===== src/rtl/arm_pipelined_cond_unit.sv =====
// Execute-stage condition unit: evaluates the ARM condition field against the stored NZCV flags,
// gates the write/branch controls, updates the flags and counts executed/skipped instructions.
module arm_pipelined_cond_unit #(
    parameter int CntWidth = 16
) (
    input  logic                i_CLK,
    input  logic                i_NRESET,
    input  logic                i_Valid,
    input  logic                i_Stall,
    input  logic                i_Flush,
    input  logic [3:0]          i_Cond,
    input  logic [3:0]          i_ALU_Flags,
    input  logic [1:0]          i_FlagWrite,
    input  logic                i_RegWrite,
    input  logic                i_MemWrite,
    input  logic                i_PCSrc,
    output logic                o_RegWrite,
    output logic                o_MemWrite,
    output logic                o_PCSrc,
    output logic                o_CondEx,
    output logic                o_Cond_Undef,
    output logic [3:0]          o_Flags,
    output logic [CntWidth-1:0] o_Exec_Count,
    output logic [CntWidth-1:0] o_Skip_Count
);

    logic [3:0]          r_flags;
    logic [CntWidth-1:0] r_exec_cnt;
    logic [CntWidth-1:0] r_skip_cnt;

    logic w_live;
    logic w_cond_pass;
    logic w_n;
    logic w_z;
    logic w_c;
    logic w_v;

    assign w_live = i_Valid & ~i_Stall & ~i_Flush;
    assign {w_n, w_z, w_c, w_v} = r_flags;

    // Evaluated against the stored flags only; the ALU flags of this instruction land next cycle.
    always_comb begin
        w_cond_pass = 1'b0;
        case (i_Cond)
            4'b0000: w_cond_pass = w_z;
            4'b0001: w_cond_pass = ~w_z;
            4'b0010: w_cond_pass = w_c;
            4'b0011: w_cond_pass = ~w_c;
            4'b0100: w_cond_pass = w_n;
            4'b0101: w_cond_pass = ~w_n;
            4'b0110: w_cond_pass = w_v;
            4'b0111: w_cond_pass = ~w_v;
            4'b1000: w_cond_pass = w_c & ~w_z;
            4'b1001: w_cond_pass = ~w_c | w_z;
            4'b1010: w_cond_pass = (w_n == w_v);
            4'b1011: w_cond_pass = (w_n != w_v);
            4'b1100: w_cond_pass = ~w_z & (w_n == w_v);
            4'b1101: w_cond_pass = w_z | (w_n != w_v);
            4'b1110: w_cond_pass = 1'b1;
            default: w_cond_pass = 1'b0;
        endcase
    end

    assign o_CondEx     = w_live & w_cond_pass;
    assign o_Cond_Undef = w_live & (i_Cond == 4'b1111);
    assign o_RegWrite   = i_RegWrite & o_CondEx;
    assign o_MemWrite   = i_MemWrite & o_CondEx;
    assign o_PCSrc      = i_PCSrc & o_CondEx;
    assign o_Flags      = r_flags;
    assign o_Exec_Count = r_exec_cnt;
    assign o_Skip_Count = r_skip_cnt;

    always_ff @(posedge i_CLK) begin
        if (!i_NRESET) begin
            r_flags    <= 4'b0000;
            r_exec_cnt <= '0;
            r_skip_cnt <= '0;
        end else if (w_live) begin
            if (o_CondEx) begin
                if (i_FlagWrite[1]) r_flags[3:2] <= i_ALU_Flags[3:2];
                if (i_FlagWrite[0]) r_flags[1:0] <= i_ALU_Flags[1:0];
                if (r_exec_cnt != '1) r_exec_cnt <= r_exec_cnt + CntWidth'(1);
            end else if (r_skip_cnt != '1) begin
                r_skip_cnt <= r_skip_cnt + CntWidth'(1);
            end
        end
    end

endmodule


===== config.mk =====
export PLATFORM = sky130hd
export DESIGN_NAME = arm_pipelined_cond_unit
export DESIGN_NICKNAME = d
export VERILOG_FILES = /design/src/rtl/arm_pipelined_cond_unit.sv
export SDC_FILE = /design/constraint.sdc
export NUM_CORES = 1
export LEC_CHECK = 0
export BUFFER_PORTS_ARGS = -buffer_cell sky130_fd_sc_hd__buf_2
export CAP_MARGIN = 15
export CORE_MARGIN = 2
export CORE_UTILIZATION = 41
export DETAILED_ROUTE_END_ITERATION = 12
export HOLD_SLACK_MARGIN = 0.1
export PLACE_DENSITY = 0.67
export SLEW_MARGIN = 0
export SYNTH_ARGS = -nofsm -noshare
export SYNTH_HDL_FRONTEND = slang
export SYNTH_SLANG_ARGS = --single-unit

===== constraint.sdc =====
create_clock -name i_CLK -period 2.2 [get_ports i_CLK]
set_input_delay 0.44 -clock i_CLK [delete_from_list [all_inputs] [get_ports i_CLK]]
set_output_delay 0.44 -clock i_CLK [all_outputs]
set_load 0.02 [all_outputs]

## After elaboration in Yosys (flattened, before gate mapping)

Cells that the tools add are included.

| storage, ports and cells | value |
|---|---|
| register bits after elaboration | 36 |
| input bits | 18 |
| output and inout port bits | 41 |
| word-level logic and storage cells | 49 |

| operators by class | value |
|---|---|
| add/subtract/negate cells | 2 |
| eq/ne operators | 19 |
| muxes and demuxes | 1 |
| bitwise operators | 18 |
| reductions and logical operators | 5 |

Operators by type and width:

| operator | number |
|---|---|
| $add A16 B1 Y16 const B | 2 |
| $eq A4 B4 Y1 const B | 8 |
| $ne A16 B16 Y1 const B | 2 |
| $eq A4 B3 Y1 const B | 4 |
| $pmux W1 S15 | 1 |
| $reduce_and A3 Y1 | 4 |
| $and A1 B1 Y1 | 9 |
| $eq A4 B2 Y1 const B | 2 |
| $not A1 Y1 | 7 |
| $eq A4 B1 Y1 const B | 1 |
| $logic_not A4 Y1 | 1 |
| $or A1 B1 Y1 | 2 |
| $eq A1 B1 Y1 | 1 |
| $ne A1 B1 Y1 | 1 |

## Logic depth before layout (Yosys ltp)

| logic depth | value |
|---|---|
| depth in word-level cells | 6 |
| mapped depth | 9 |
| mapped depth without buffers | 7 |

## Worst setup path after synthesis

No wires, ideal clock.

| timing path | value |
|---|---|
| path kind | in2out |
| from | input i_Cond[2] |
| to | output o_MemWrite |
| data arrival time | 1978 ps |
| data required time | 1760 ps |
| path slack | -218 ps |
| stages | 7 |
| buffers on the path | 2 |
| cell sequence | buf_6 -> or3b_1 -> a21oi_2 -> nor4b_2 -> o22ai_1 -> clkbuf_1 -> and2_1 |

| on the way | value |
|---|---|
| longest elaborated chain between the ends | 4 |
| elaborated cells on any way between the ends | 18 |
| classes of those cells | 14 x eq/ne; 1 x mux; 2 x bitwise; 1 x reduce/logical |

RTL lines:

| what | RTL line | source |
|---|---|---|
| from (decl) | 11 | `input logic [3:0] i_Cond,` |
| $eq A4 B4 Y1 (tied with other cells) | 44 | `case (i_Cond)` |
| $pmux W1 S15 (*) | 44 |  |
| $and A1 B1 Y1 (*) | 64 | `assign o_CondEx = w_live & w_cond_pass;` |
| named net o_CondEx | 20 | `output logic o_CondEx,` |
| $and A1 B1 Y1 (*) | 67 | `assign o_MemWrite = i_MemWrite & o_CondEx;` |
| to (decl) | 18 | `output logic o_MemWrite,` |

The timed path passes the listed nets; every way through them passes the cells marked *.

## Worst setup path after layout

| timing path | value |
|---|---|
| from | register r_flags[2] (netlist: o_Flags[2]) |
| to | output o_MemWrite |

| on the way | value |
|---|---|
| longest elaborated chain between the ends | 5 |
| elaborated cells on any way between the ends | 8 |
| classes of those cells | 1 x mux; 7 x bitwise |

RTL lines:

| what | RTL line | source |
|---|---|---|
| from (decl) | 27 | `logic [3:0] r_flags;` |
| from (signal assigned) | 80 | `if (i_FlagWrite[1]) r_flags[3:2] <= i_ALU_Flags[3:2];` |
| $not A1 Y1 | 46, 53, 57 |  |
| $and A1 B1 Y1 (on tied branches) | 57, 53 |  |
| $pmux W1 S15 (*) | 44 |  |
| $and A1 B1 Y1 (*) | 64 |  |
| $and A1 B1 Y1 (*) | 67 |  |

Every way passes the cells marked *; elsewhere a longest branch is shown, timed or not.

==> impl_metrics.json <==
{
  "antenna_left": 0,
  "hold_slack_ps": 372.0,
  "multi_input_area_um2": 1414,
  "viasPerCell": 5.456,
  "layout-drive-gt1-share": 0.4207,
  "yosysWarningCount": 0,
  "p_comb_frac": 0.136,
  "yosys-top-cells-area": "dfxtp_1, a21oi_1, mux2i_1",
  "crit_arrival_ps": 1820,
  "endpoint_kind": "primary output",
  "die_h_um": 74.12,
  "cpPeakStageDelay_ps": 390,
  "rsz0062_at_grt": "yes",
  "dp.cells": 379,
  "grtUsageTotal": 0.1940,
  "crit_slowest_cell": "dfxtp_4",
  "area_delta_synth_final_pct": 45.75,
  "finalCritPeriodShare": 1.027,
  "swShare": 0.2584,
  "drt-total-wl_um": 5475,
  "status": "complete, but fails checks",
  "synth_top_family_by_area": "simple AND/OR/NAND/NOR gates",
  "portBuffers": 58,
  "yosysUniqueCellTypes": 44,
  "slew_headroom": 0.6862,
  "synthFlopType": "dfxtp_1",
  "clock-skew-final_ps": 7.774,
  "clk_path_buf_depth": 2,
  "nNetsFinal": 347,
  "seq_area_um2": 730.7,
  "crit_chain": "and3b_1 > a22oi_2 > mux2i_2 > o22ai_4 > and2_4 > buf_6",
  "ys_seq_elements": 36,
  "syn_avg_cell_area_um2": 8.227,
  "path_class": "reg2out",
  "rows": 25,
  "die_x_um": 74.12,
  "grt_pass1_vias": 1887,
  "synthSimpleGateAreaFrac": 0.3240,
  "grt_first_pass_wirelength_um": 8535,
  "violations": "negative setup slack",
  "tightest_slew_ps": 467.1,
  "syn_area_um2": 2016,
  "vias": 2155,
  "hp-class": "in2reg",
  "syn_inst": 245,
  "crit_required_ps": 1760,
  "path_clk_slew_ps": 80,
  "power_switching_w": 0.0003765,
  "fmax_mhz": 442.8,
  "synth_xor_area_frac": 0.01304,
  "synth_top_area_share": 0.3575,
  "p_leak_nw": 1.216,
  "async_flop_share": 0,
  "setup_slack_ps": -58.37,
  "pwr-share-clk": 0.413,
  "drc": 0,
  "drtPass1Iterations": 4,
  "dieArea_um2": 5493,
  "p_int_w": 0.001081,
  "drv_cap": 0,
  "min_period_ps": 2258,
  "cts_tree": "done",
  "synth.net_count": 265,
  "wire_per_inst_um": 13.86,
  "root_buffer": "clkbuf_8",
  "grt_max_degree": 25,
  "boundaryPins": 59,
  "cts.sink_count": 36,
  "h-tree-depth": 2,
  "final.setup.tns_ps": -169.6,
  "grt-ovfl-total": 0,
  "num-fill-cells": 421,
  "core_um2": 4723,
  "diodes": 0,
  "clk_latency_ps": 290,
  "hold_viol": 0,
  "synth_enable_flop_cells": 0,
  "setup_viol": 3,
  "initial_core_util": 0.4268,
  "synth_top_cell_by_area": "dfxtp_1",
  "start_kind": "register",
  "slew_violations": 0,
  "antenna_found_initial": 0,
  "synth-compound-area-share": 0.1968,
  "layoutNonFillerInstCount": 395,
  "synth.area.mux_share": 0.05462,
  "design_area_um2": 2938,
  "numCtsBuffers": 5,
  "dp_hpwl_um": 3534,
  "crit_fanout": 5,
  "synth_fa_ha_area_frac": 0.01241,
  "place_area_um2": 2502,
  "post-route-util": 0.6220,
  "drtIter0Drc": 81,
  "seq_area_frac_synth": 0.3575,
  "place_congestion": 0.7668,
  "sequentialPowerShare": 0.450,
  "vdd_drop_max_uv": 378.8,
  "power.density_nw_per_um2": 496.0
}
-- through the flow --
| step | power (W) | setup slack (ps) |
|---|---|---|
| after floorplan | 0.0007564 | -26.62 |
| after global placement | 0.0008124 | -150.9 |
| after detailed placement | 0.0008142 | -195.6 |
| after CTS | 0.001429 | -31.60 |
| after global routing | 0.001505 | -93.50 |
| final | 0.001457 | -58.37 |
-- worst paths after layout --
| check | startpoint | to | slack, ps | depth (start not counted) |
|---|---|---|---|---|
| min reg2reg | o_Skip_Count[15]$_SDFFE_PN0P_ | o_Skip_Count[15]$_SDFFE_PN0P_ | 500 | 2 |
| max reg2reg | o_Flags[1]$_SDFFE_PN0P_ | o_Exec_Count[4]$_SDFFE_PN0P_ | 0 | 8 |
| max | o_Flags[2]$_SDFFE_PN0P_ | o_MemWrite | -60 | 6 |
| min | i_ALU_Flags[0] | o_Flags[0]$_SDFFE_PN0P_ | 370 | 3 |
-- area by class of cell --
cell class | instances | area share
inverter | 4 | 0.005111
timing repair buffer | 88 | 0.1985
clock buffer | 5 | 0.02342
sequential | 36 | 0.2487
clock inverter | 3 | 0.01448
multi-input combinational | 192 | 0.4813
tap | 67 | 0.02853
-- per-layer routing --
metal	share of wire	vias up	GRT usage	routed length, um
li1	-	1088	-	-
met1	0.47	1025	0.2560	2557
met2	0.49	37	0.3274	2695
met3	0.034	5	0.03659	184
met4	0.0066	0	0.04848	36
met5	0	-	0	0
-- sequential cells by signal (all words and copies together), names as in the netlist --
name,flops
o_Flags,4
o_Skip_Count,16
o_Exec_Count,16
-- synthesized netlist by cell type, types with 2 or more instances --
cell	count
nand3_1	16
or3_1	12
ha_1	2
o21ai_0	15
nor2_1	4
buf_2	4
and4_1	3
or4_1	7
a21oi_1	22
nand2_1	27
buf_6	2
nor2b_1	2
nand2b_1	5
nand4_1	7
and2_1	5
o21a_1	4
and3_1	5
and3b_1	2
o31a_1	3
mux2i_1	11
nor3b_1	3
o31ai_1	8
inv_1	4
a41oi_1	2
xor2_1	2
clkbuf_1	6
dfxtp_1	36
nor4_1	5
nor3_1	6
-- critical path, delay by kind of cell (launching register included) --
family	cells	cell delay, ps
AND/OR/NAND/NOR	2	360
buffers and inverters	1	120
flip-flops	1	390
AO/OA/AOI/OAI	2	320
multiplexers	1	330
-- placed cells by master, fill, tap and decap left out, types with 3 or more instances in the layout --
master	netlist	routed
nand3_1	16	16
and2_4	0	3
o21ai_0	15	14
or4_4	0	5
a21oi_2	1	8
nor4_1	5	5
nor2_1	4	4
o31ai_1	8	7
nor3b_2	0	3
nand4_1	7	7
dfxtp_1	36	32
or3_1	12	11
mux2i_1	11	10
inv_1	4	4
buf_6	2	8
clkbuf_8	0	5
and3_1	5	5
o31a_1	3	3
o21a_1	4	3
nor3_1	6	6
buf_2	4	55
nand2_1	27	27
nand2b_1	5	5
buf_4	0	23
a21oi_1	22	14
and4_1	3	3
-- repair_timing --
action	4_1_cts	5_1_grt
cloned	0	2
resized for setup	27	34
buffers inserted	3	4
hold buffers	0	0
pin swaps	9	11
setup endpoints to repair	4	23
-- cell families (layout without fill, tap and decap cells) --
group / after synthesis / after routing
adders and majority gates: 2 / 2
xor gates and xnor gates: 3 / 3
AOI/OAI and AO/OA: 62 / 62
buffers and inverters: 17 / 100
and+or+nand+nor: 114 / 114
muxes: 11 / 11
DFF: 36 / 36
-- power groups by stage --
| stage | clock network [W] | registers [W] | logic, W |
|---|---|---|---|
| after floorplan | 0 | 0.000677 | 0.0000797 |
| after global placement | 0 | 0.000673 | 0.000140 |
| after detailed placement | 0 | 0.000673 | 0.000141 |
| after CTS | 0.000609 | 0.000657 | 0.000163 |
| after global routing | 0.000636 | 0.000657 | 0.000213 |
| final | 0.000602 | 0.000656 | 0.000199 |
Note: power is estimated with default switching activity, not from simulation.
